`src/rtl/iob_timer_mc_pkg.sv`:
```
// Shared register indices, CTRL/STATUS bit positions and address split
// for the multi-channel timer.
package iob_timer_mc_pkg;

  typedef enum logic [2:0] {
    REG_CTRL     = 3'd0,
    REG_PRESC    = 3'd1,
    REG_CMP_LO   = 3'd2,
    REG_CMP_HI   = 3'd3,
    REG_CNT_LO   = 3'd4,
    REG_CNT_HI   = 3'd5,
    REG_STATUS   = 3'd6,
    REG_UNMAPPED = 3'd7
  } reg_idx_e;

  localparam int CTRL_RUN      = 0;
  localparam int CTRL_PERIODIC = 1;
  localparam int CTRL_IRQ_EN   = 2;
  localparam int CTRL_CLEAR    = 3;

  localparam int STAT_MATCH    = 0;
  localparam int STAT_RUNNING  = 1;

  localparam int CH_LSB        = 3;

endpackage

```
`src/rtl/iob_timer_mc_if.sv`:
```
// Native iob bus bundle between a CPU-side master and the timer slave.
interface iob_timer_mc_if #(
  parameter int ADDR_W = 5,
  parameter int DATA_W = 32
);
  logic                valid;
  logic [ADDR_W-1:0]   address;
  logic [DATA_W-1:0]   wdata;
  logic [DATA_W/8-1:0] wstrb;
  logic [DATA_W-1:0]   rdata;
  logic                ready;

  modport master (output valid, address, wdata, wstrb, input rdata, ready);
  modport slave  (input valid, address, wdata, wstrb, output rdata, ready);
endinterface

```
`src/rtl/iob_timer_mc_ch.sv`:
```
// One timer channel: prescaler, wide counter with compare, CTRL/STATUS
// registers and the CNT_HI read snapshot.
module iob_timer_ch
  import iob_timer_mc_pkg::*;
#(
  parameter int CNT_W   = 64,
  parameter int PRESC_W = 16
) (
  input  logic        clk,
  input  logic        rst,
  input  logic        we_i,
  input  reg_idx_e    widx_i,
  input  logic [31:0] wdata_i,
  input  logic        re_i,
  input  reg_idx_e    ridx_i,
  output logic [31:0] rdata_o,
  output logic        irq_o
);
  localparam int HI_W = CNT_W - 32;

  logic               run_q, run_d, periodic_q, periodic_d, irq_en_q, irq_en_d;
  logic               match_q, match_d;
  logic [PRESC_W-1:0] presc_q, presc_d, pcnt_q, pcnt_d;
  logic [CNT_W-1:0]   cmp_q, cmp_d, cnt_q, cnt_d;
  logic [HI_W-1:0]    shadow_q;
  logic               tick, cnt_wr, match_set, w1c;

  // >= rather than == so a PRESC write below the running prescaler ticks at once
  assign tick  = run_q && (pcnt_q >= presc_q);
  assign irq_o = match_q & irq_en_q;

  always_comb begin
    run_d      = run_q;
    periodic_d = periodic_q;
    irq_en_d   = irq_en_q;
    presc_d    = presc_q;
    cmp_d      = cmp_q;
    cnt_d      = cnt_q;
    pcnt_d     = pcnt_q;
    match_set  = 1'b0;
    w1c        = 1'b0;
    cnt_wr     = we_i && (widx_i == REG_CNT_LO || widx_i == REG_CNT_HI ||
                          (widx_i == REG_CTRL && wdata_i[CTRL_CLEAR]));

    if (run_q) pcnt_d = tick ? '0 : pcnt_q + PRESC_W'(1);

    if (tick && !cnt_wr) begin
      if (cnt_q == cmp_q) begin
        match_set = 1'b1;
        if (periodic_q) cnt_d = '0;
        else            run_d = 1'b0;
      end else begin
        cnt_d = cnt_q + CNT_W'(1);
      end
    end

    if (we_i) begin
      case (widx_i)
        REG_CTRL: begin
          run_d      = wdata_i[CTRL_RUN];
          periodic_d = wdata_i[CTRL_PERIODIC];
          irq_en_d   = wdata_i[CTRL_IRQ_EN];
          if (wdata_i[CTRL_CLEAR]) begin
            cnt_d  = '0;
            pcnt_d = '0;
          end
        end
        REG_PRESC:  presc_d = wdata_i[PRESC_W-1:0];
        REG_CMP_LO: cmp_d[31:0] = wdata_i;
        REG_CMP_HI: cmp_d[CNT_W-1:32] = wdata_i[HI_W-1:0];
        REG_CNT_LO: begin
          cnt_d[31:0] = wdata_i;
          pcnt_d      = '0;
        end
        REG_CNT_HI: begin
          cnt_d[CNT_W-1:32] = wdata_i[HI_W-1:0];
          pcnt_d            = '0;
        end
        REG_STATUS: w1c = wdata_i[STAT_MATCH];
        default: ;
      endcase
    end

    match_d = (match_q & ~w1c) | match_set;
  end

  always_comb begin
    rdata_o = '0;
    case (ridx_i)
      REG_CTRL:   rdata_o = {29'd0, irq_en_q, periodic_q, run_q};
      REG_PRESC:  rdata_o = 32'(presc_q);
      REG_CMP_LO: rdata_o = cmp_q[31:0];
      REG_CMP_HI: rdata_o = 32'(cmp_q[CNT_W-1:32]);
      REG_CNT_LO: rdata_o = cnt_q[31:0];
      REG_CNT_HI: rdata_o = 32'(shadow_q);
      REG_STATUS: rdata_o = {30'd0, run_q, match_q};
      default:    rdata_o = '0;
    endcase
  end

  always_ff @(posedge clk) begin
    if (!rst) begin
      run_q      <= 1'b0;
      periodic_q <= 1'b0;
      irq_en_q   <= 1'b0;
      match_q    <= 1'b0;
      presc_q    <= '0;
      pcnt_q     <= '0;
      cmp_q      <= '0;
      cnt_q      <= '0;
      shadow_q   <= '0;
    end else begin
      run_q      <= run_d;
      periodic_q <= periodic_d;
      irq_en_q   <= irq_en_d;
      match_q    <= match_d;
      presc_q    <= presc_d;
      pcnt_q     <= pcnt_d;
      cmp_q      <= cmp_d;
      cnt_q      <= cnt_d;
      // LO read captures HI so a LO-then-HI pair is coherent across a carry
      if (re_i && ridx_i == REG_CNT_LO) shadow_q <= cnt_q[CNT_W-1:32];
    end
  end

endmodule

```
`src/rtl/iob_timer_mc.sv`:
```
// Multi-channel timer on the iob slave bus: address decode, registered
// read mux, single-cycle ready and combined interrupt.
module iob_timer_mc
  import iob_timer_mc_pkg::*;
#(
  parameter int DATA_W  = 32,
  parameter int ADDR_W  = 5,
  parameter int N_CH    = 4,
  parameter int CNT_W   = 64,
  parameter int PRESC_W = 16
) (
  input  logic            clk,
  input  logic            rst,
  iob_timer_mc_if.slave   bus,
  output logic [N_CH-1:0] irq,
  output logic            irq_any
);
  localparam int CH_W = ADDR_W - CH_LSB;

  logic [CH_W-1:0]   ch_sel;
  reg_idx_e          reg_idx;
  logic              is_wr, in_range;
  logic [DATA_W-1:0] ch_rdata [N_CH];
  logic [DATA_W-1:0] rdata_d, rdata_q;
  logic              ready_q;

  assign ch_sel   = bus.address[ADDR_W-1:CH_LSB];
  assign reg_idx  = reg_idx_e'(bus.address[CH_LSB-1:0]);
  assign is_wr    = |bus.wstrb;
  assign in_range = int'(ch_sel) < N_CH;

  for (genvar g = 0; g < N_CH; g++) begin : g_ch
    iob_timer_ch #(
      .CNT_W   (CNT_W),
      .PRESC_W (PRESC_W)
    ) u_ch (
      .clk     (clk),
      .rst     (rst),
      .we_i    (bus.valid && is_wr && in_range && ch_sel == CH_W'(g)),
      .widx_i  (reg_idx),
      .wdata_i (bus.wdata),
      .re_i    (bus.valid && !is_wr && in_range && ch_sel == CH_W'(g)),
      .ridx_i  (reg_idx),
      .rdata_o (ch_rdata[g]),
      .irq_o   (irq[g])
    );
  end

  always_comb begin
    rdata_d = '0;
    if (bus.valid && !is_wr && in_range) begin
      for (int i = 0; i < N_CH; i++) begin
        if (ch_sel == CH_W'(i)) rdata_d = ch_rdata[i];
      end
    end
  end

  always_ff @(posedge clk) begin
    if (!rst) begin
      ready_q <= 1'b0;
      rdata_q <= '0;
    end else begin
      ready_q <= bus.valid;
      rdata_q <= rdata_d;
    end
  end

  assign bus.ready = ready_q;
  assign bus.rdata = rdata_q;
  assign irq_any   = |irq;

endmodule
```
`src/flat_wrapper.sv`:
```
// flat-port wrapper written by rule: the top's interface ports become plain ports
module iob_timer_mc_flat import iob_timer_mc_pkg::*;
#(
  parameter int DATA_W  = 32,
  parameter int ADDR_W  = 5,
  parameter int N_CH    = 4,
  parameter int CNT_W   = 64,
  parameter int PRESC_W = 16
)
  (clk, rst, irq, irq_any, bus_valid, bus_address, bus_wdata, bus_wstrb, bus_rdata, bus_ready);
  iob_timer_mc_if #(.ADDR_W(ADDR_W), .DATA_W(DATA_W)) bus_i ();
  input  logic clk;
  input  logic rst;
  output logic [N_CH-1:0] irq;
  output logic irq_any;
  input wire logic [$bits(bus_i.valid)-1:0] bus_valid;
  input wire logic [$bits(bus_i.address)-1:0] bus_address;
  input wire logic [$bits(bus_i.wdata)-1:0] bus_wdata;
  input wire logic [$bits(bus_i.wstrb)-1:0] bus_wstrb;
  output wire logic [$bits(bus_i.rdata)-1:0] bus_rdata;
  output wire logic [$bits(bus_i.ready)-1:0] bus_ready;
  assign bus_i.valid = bus_valid;
  assign bus_i.address = bus_address;
  assign bus_i.wdata = bus_wdata;
  assign bus_i.wstrb = bus_wstrb;
  assign bus_rdata = bus_i.rdata;
  assign bus_ready = bus_i.ready;
  iob_timer_mc #(.DATA_W(DATA_W), .ADDR_W(ADDR_W), .N_CH(N_CH), .CNT_W(CNT_W), .PRESC_W(PRESC_W)) u_core (.clk(clk), .rst(rst), .bus(bus_i), .irq(irq), .irq_any(irq_any));
endmodule
```
`config.mk`:
```
export PLATFORM = sky130hd
export DESIGN_NAME = iob_timer_mc_flat
export DESIGN_NICKNAME = d
export VERILOG_FILES = /design/src/rtl/iob_timer_mc_pkg.sv /design/src/rtl/iob_timer_mc_if.sv /design/src/rtl/iob_timer_mc_ch.sv /design/src/rtl/iob_timer_mc.sv /design/src/flat_wrapper.sv
export SDC_FILE = /design/constraint.sdc
export NUM_CORES = 2
export LEC_CHECK = 0
export ABC_AREA = 1
export CORE_AREA = 2 2 362 328
export DETAILED_ROUTE_END_ITERATION = 8
export DIE_AREA = 0 0 364 330
export SETUP_SLACK_MARGIN = 0.4
export SYNTH_ARGS = -nofsm -noshare
export SYNTH_HDL_FRONTEND = slang
export SYNTH_HIERARCHICAL = 1
export SYNTH_SLANG_ARGS = --single-unit
export TNS_END_PERCENT = 30
```
`constraint.sdc`:
```
create_clock -name clk -period 4.18 [get_ports clk]
set_input_delay 0.836 -clock clk [delete_from_list [all_inputs] [get_ports clk]]
set_output_delay 0.836 -clock clk [all_outputs]
set_load 0.01 [all_outputs]
```
==> out/results.md <==
| Item | Value |
|---|---|
| Dominant combinational cell family by area after synthesis | simple AND/OR/NAND/NOR gates |
| TritonRoute pass-1 iters | 8 |
| Deepest level of the CTS H-tree | 3 |
| Largest net degree at the start of global routing | 99 |
| Yosys warnings | 6 |
| Clock Skew | 0.0274 ns |
| Worst slew pin tran | 1.27 ns |
| Total power after layout | 19.5 mW |
| Worst Path Required | 3.34 ns |
| TritonCTS buffer count | 97 |
| Share of cell area taken by muxes after synthesis | 0 |
| Clock period minus final worst setup slack | 3.73 ns |
| Worst setup EP type | primary output |
| TNS Setup | 0 ns |
| Dominant cell type by count on the critical path | nand2_1 |
| Horizontal die dimension | 364 um |
| Post-cts gate resize count | 0 |
| Half-perimeter wire length after placement | 188000 um |
| Family of cells with the greatest summed delay on the critical path | simple AND/OR/NAND/NOR gates |
| Compound-cell area share of the yosys netlist | 0.185 |
| Post-CTS setup buffer count | 0 |
| Cells taking the most area after synthesis | dfxtp_1 31%, nand2_1 18%, a21oi_1 8.6%, inv_1 7.0%, o21ai_0 6.5% |
| End point of the critical path | irq_any |
| Clock tree root driver cell | clkbuf_16 |
| Growth of design area from synthesis to finish | 11.0% |
| Source of the critical timing path | u_core/g_ch[2].u_ch/match_q |
| Yosys reg bits | 817 |
| Number of global-route vias before repair | 53600 |
| Result of the run | finished clean |
| Dominant cell by count in the synthesized netlist | nand2_1 |
| Worst Hold Margin | 0.443 ns |
| Ys flop type | dfxtp_1 |
| Mapped Cells | 8800 |
| Core Rows | 119 |
| EDFF count, synth | 0 |
| Maximum clock path buffer count | 3 |
| DRC marker count from the first detailed-route iteration | 8851 |
| Maximum clock frequency | 268 MHz |
| WP depth | 5 |
| Cell type contributing the most total cell area after synthesis | dfxtp_1 |
| Max_slew headroom | 0.152 |
| Number of buffers inserted by port buffering | 81 |
| Gpl congestion | 1.03 |
| Type of the worst setup path | reg2out |
| Proportion of layout cells with a drive suffix above 1 | 0.0669 |
| Yosys cell types | 61 |
| Worst setup margin | 0.446 ns |
| Detail-routed via count per cell | 5.84 |
| Number of hold-repair buffers added at the cts stage | 0 |
| Sequential cell area fraction in the yosys report | 0.308 |
| Area of the die | 120000 um2 |
| Area of the core region | 116000 um2 |
| Average instance area after synthesis | 6.03 um2 |
| Max Cap Viol | 0 |
| Post-synthesis share of cell area spent on xor and xnor gates | 0.0261 |
| Vertical die dimension | 330 um |
| Share of synthesized cell area in full adder, half adder and majority cells | 0.0170 |
| Global-route wire length before repair | 368000 um |
| Commonest cells post-synth | 2558 x nand2_1, 984 x inv_1, 910 x a21oi_1 |
| Crit Path Max Fanout | 3 |
| Initial antenna violation count | 12 |
| Clock transition at the register clock pins on the worst setup and hold paths after CTS | 0.06 ns |
| Count of endpoints failing hold in the final timing report | 0 |
| Asr flop ratio synth | 0 |
| R2R Path Start | u_core/g_ch[2].u_ch/cnt_q[18] |
| Count of buffering cells on the critical path with inverters included | 2 |
| Effective utilization at floorplan | 0.456 |
| Top-level port count | 82 |
| Post-DR wirelength/cell | 24.6 um |
| Final critical-path share of the clock period | 0.893 |
| Routed wire length | 256000 um |
| Cell with the biggest individual delay on the critical path | nor2_1 |
| Top-area cell type share of the netlist area | 0.308 |
| Clock latency reported for the late side of the worst-skew pair | 0.73 ns |
| # clock sinks | 817 |
| End of the worst register-to-register path | u_core/g_ch[2].u_ch/cnt_q[16] |
| Worst-path cell chain | nand2_1, inv_1, nor2_1, nand2_1, clkdlybuf4s50_1 |
| Nets | 8861 |
| Post-detailed-route count of antenna-violating nets | 0 |
| Overall routing resource usage | 0.414 |
| Residual DRC count | 0 |
| Final number of max-transition violations | 0 |
| Largest stage delay, worst path | 0.85 ns |
| Signal arrival time at the worst endpoint | 2.90 ns |
| Post-synthesis simple-gate area fraction | 0.351 |
| Number of failing setup endpoints in the final timing report | 0 |
| Syn Nets | 8916 |
| Remaining global-route overflow | 0 |
| Crit path launch type | register |
| Total via count in the routed design | 60800 |
| Hold crit path type | reg2reg |
| Placement Setup Slack | 0.358 ns |
| Power density cells | 332 nW/um2 |
| Synthesized cell area | 53100 um2 |
| TritonCTS clock tree | yes |
| Worst Reg-to-Reg Cells | 13 |
| Leak | 22.9 nW |
| RSZ-0062 raised after global routing | no |
| Worst reg2reg setup slack | 0.82 ns |
| IR drop worst, VDD | 0.344 mV |
[where the power goes]
group	switching [mW]	internal (mW)
clock	3.82	5.57
combinational	1.69	0.516
sequential	0.0804	7.85
total	5.59	13.9
[how the worst min path moves through the flow]
stage / slack [ns] / end / startpoint / cells past startpoint
2_1_floorplan: 0.42 / u_core/g_ch[3].u_ch/shadow_q[7] / u_core/g_ch[3].u_ch/shadow_q[7] / 2
3_3_place_gp: 0.43 / u_core/g_ch[3].u_ch/shadow_q[13] / u_core/g_ch[3].u_ch/shadow_q[13] / 2
3_5_place_dp: 0.43 / u_core/g_ch[3].u_ch/shadow_q[15] / u_core/g_ch[3].u_ch/shadow_q[15] / 2
4_1_cts: 0.44 / u_core/g_ch[3].u_ch/shadow_q[15] / u_core/g_ch[3].u_ch/shadow_q[15] / 2
5_1_grt: 0.46 / u_core/g_ch[3].u_ch/shadow_q[13] / u_core/g_ch[3].u_ch/shadow_q[13] / 2
6_report: 0.44 / u_core/g_ch[3].u_ch/shadow_q[15] / u_core/g_ch[3].u_ch/shadow_q[15] / 2
[tightest hold or removal path, cell delays in order, from the launching register on]
cell and delay (ns):
dfxtp_1 0.31, inv_1 0.05, a21oi_1 0.05
[per-stage QoR]
step,cells,instance area (um2),util
final,10400,58900,0.506
after global routing,10400,58900,0.506
after CTS,10400,58900,0.506
after detailed placement,10200,55500,0.477
after global placement,10200,55500,0.477
after floorplan,8800,53100,-
[cell usage in the layout, fill, tap and decap left out, drive strengths merged, types with 4 or more instances in the layout]
cell              n
a211oi            4
a21oi           915
a221oi           16
and2              8
and3              4
buf             207
bufinv           14
clkbuf          135
clkdlybuf4s50    60
clkinv           37
clkinvlp          6
dfxtp           817
diode             5
ha               72
inv            1069
nand2          2587
nand3           609
nand4           161
nor2            827
nor3            172
nor3b            14
nor4             13
o2111ai          16
o211ai           14
o21a             22
o21ai           735
o221ai           56
o22ai            58
or2               4
xnor2            42
xor2            116
[metal layers]
| layer | track usage | wire [um] | vias up |
|---|---|---|---|
| met1 | 0.579 | 108000 | 28200 |
| met2 | 0.581 | 102000 | 3530 |
| met5 | 0 | 62 | - |
| met3 | 0.115 | 32300 | 574 |
| li1 | - | - | 28500 |
| met4 | 0.198 | 14000 | 10 |
[cell type report]
| type | instances | area, um2 |
|---|---|---|
| fill | 12300 | 57400 |
| multi-input combinational | 6480 | 30800 |
| sequential | 817 | 16400 |
| inverter | 1082 | 4070 |
| clock buffer | 135 | 2830 |
| timing repair buffer | 267 | 2260 |
| tap | 1573 | 1970 |
| clock inverter | 44 | 597 |
| antenna | 5 | 12.5 |
[cell families after synthesis]
logic type | count (synthesis)
and+or+nand+nor | 4403
buffers and inverters | 1503
AOI/OAI and AO/OA | 1847
xor gates and xnor gates | 158
adders and majority gates | 72
DFF | 817
[registers in the layout, summed over array words and instances (netlist names)]
name / flops
u_core/bus.rdata: 32
u_core/bus.ready: 1
u_core/g_ch.u_ch/cmp_q: 256
u_core/g_ch.u_ch/cnt_q: 256
u_core/g_ch.u_ch/irq_en_q: 4
u_core/g_ch.u_ch/match_q: 4
u_core/g_ch.u_ch/pcnt_q: 64
u_core/g_ch.u_ch/periodic_q: 4
u_core/g_ch.u_ch/presc_q: 64
u_core/g_ch.u_ch/run_q: 4
u_core/g_ch.u_ch/shadow_q: 128
(Power assumes the default switching activity.)
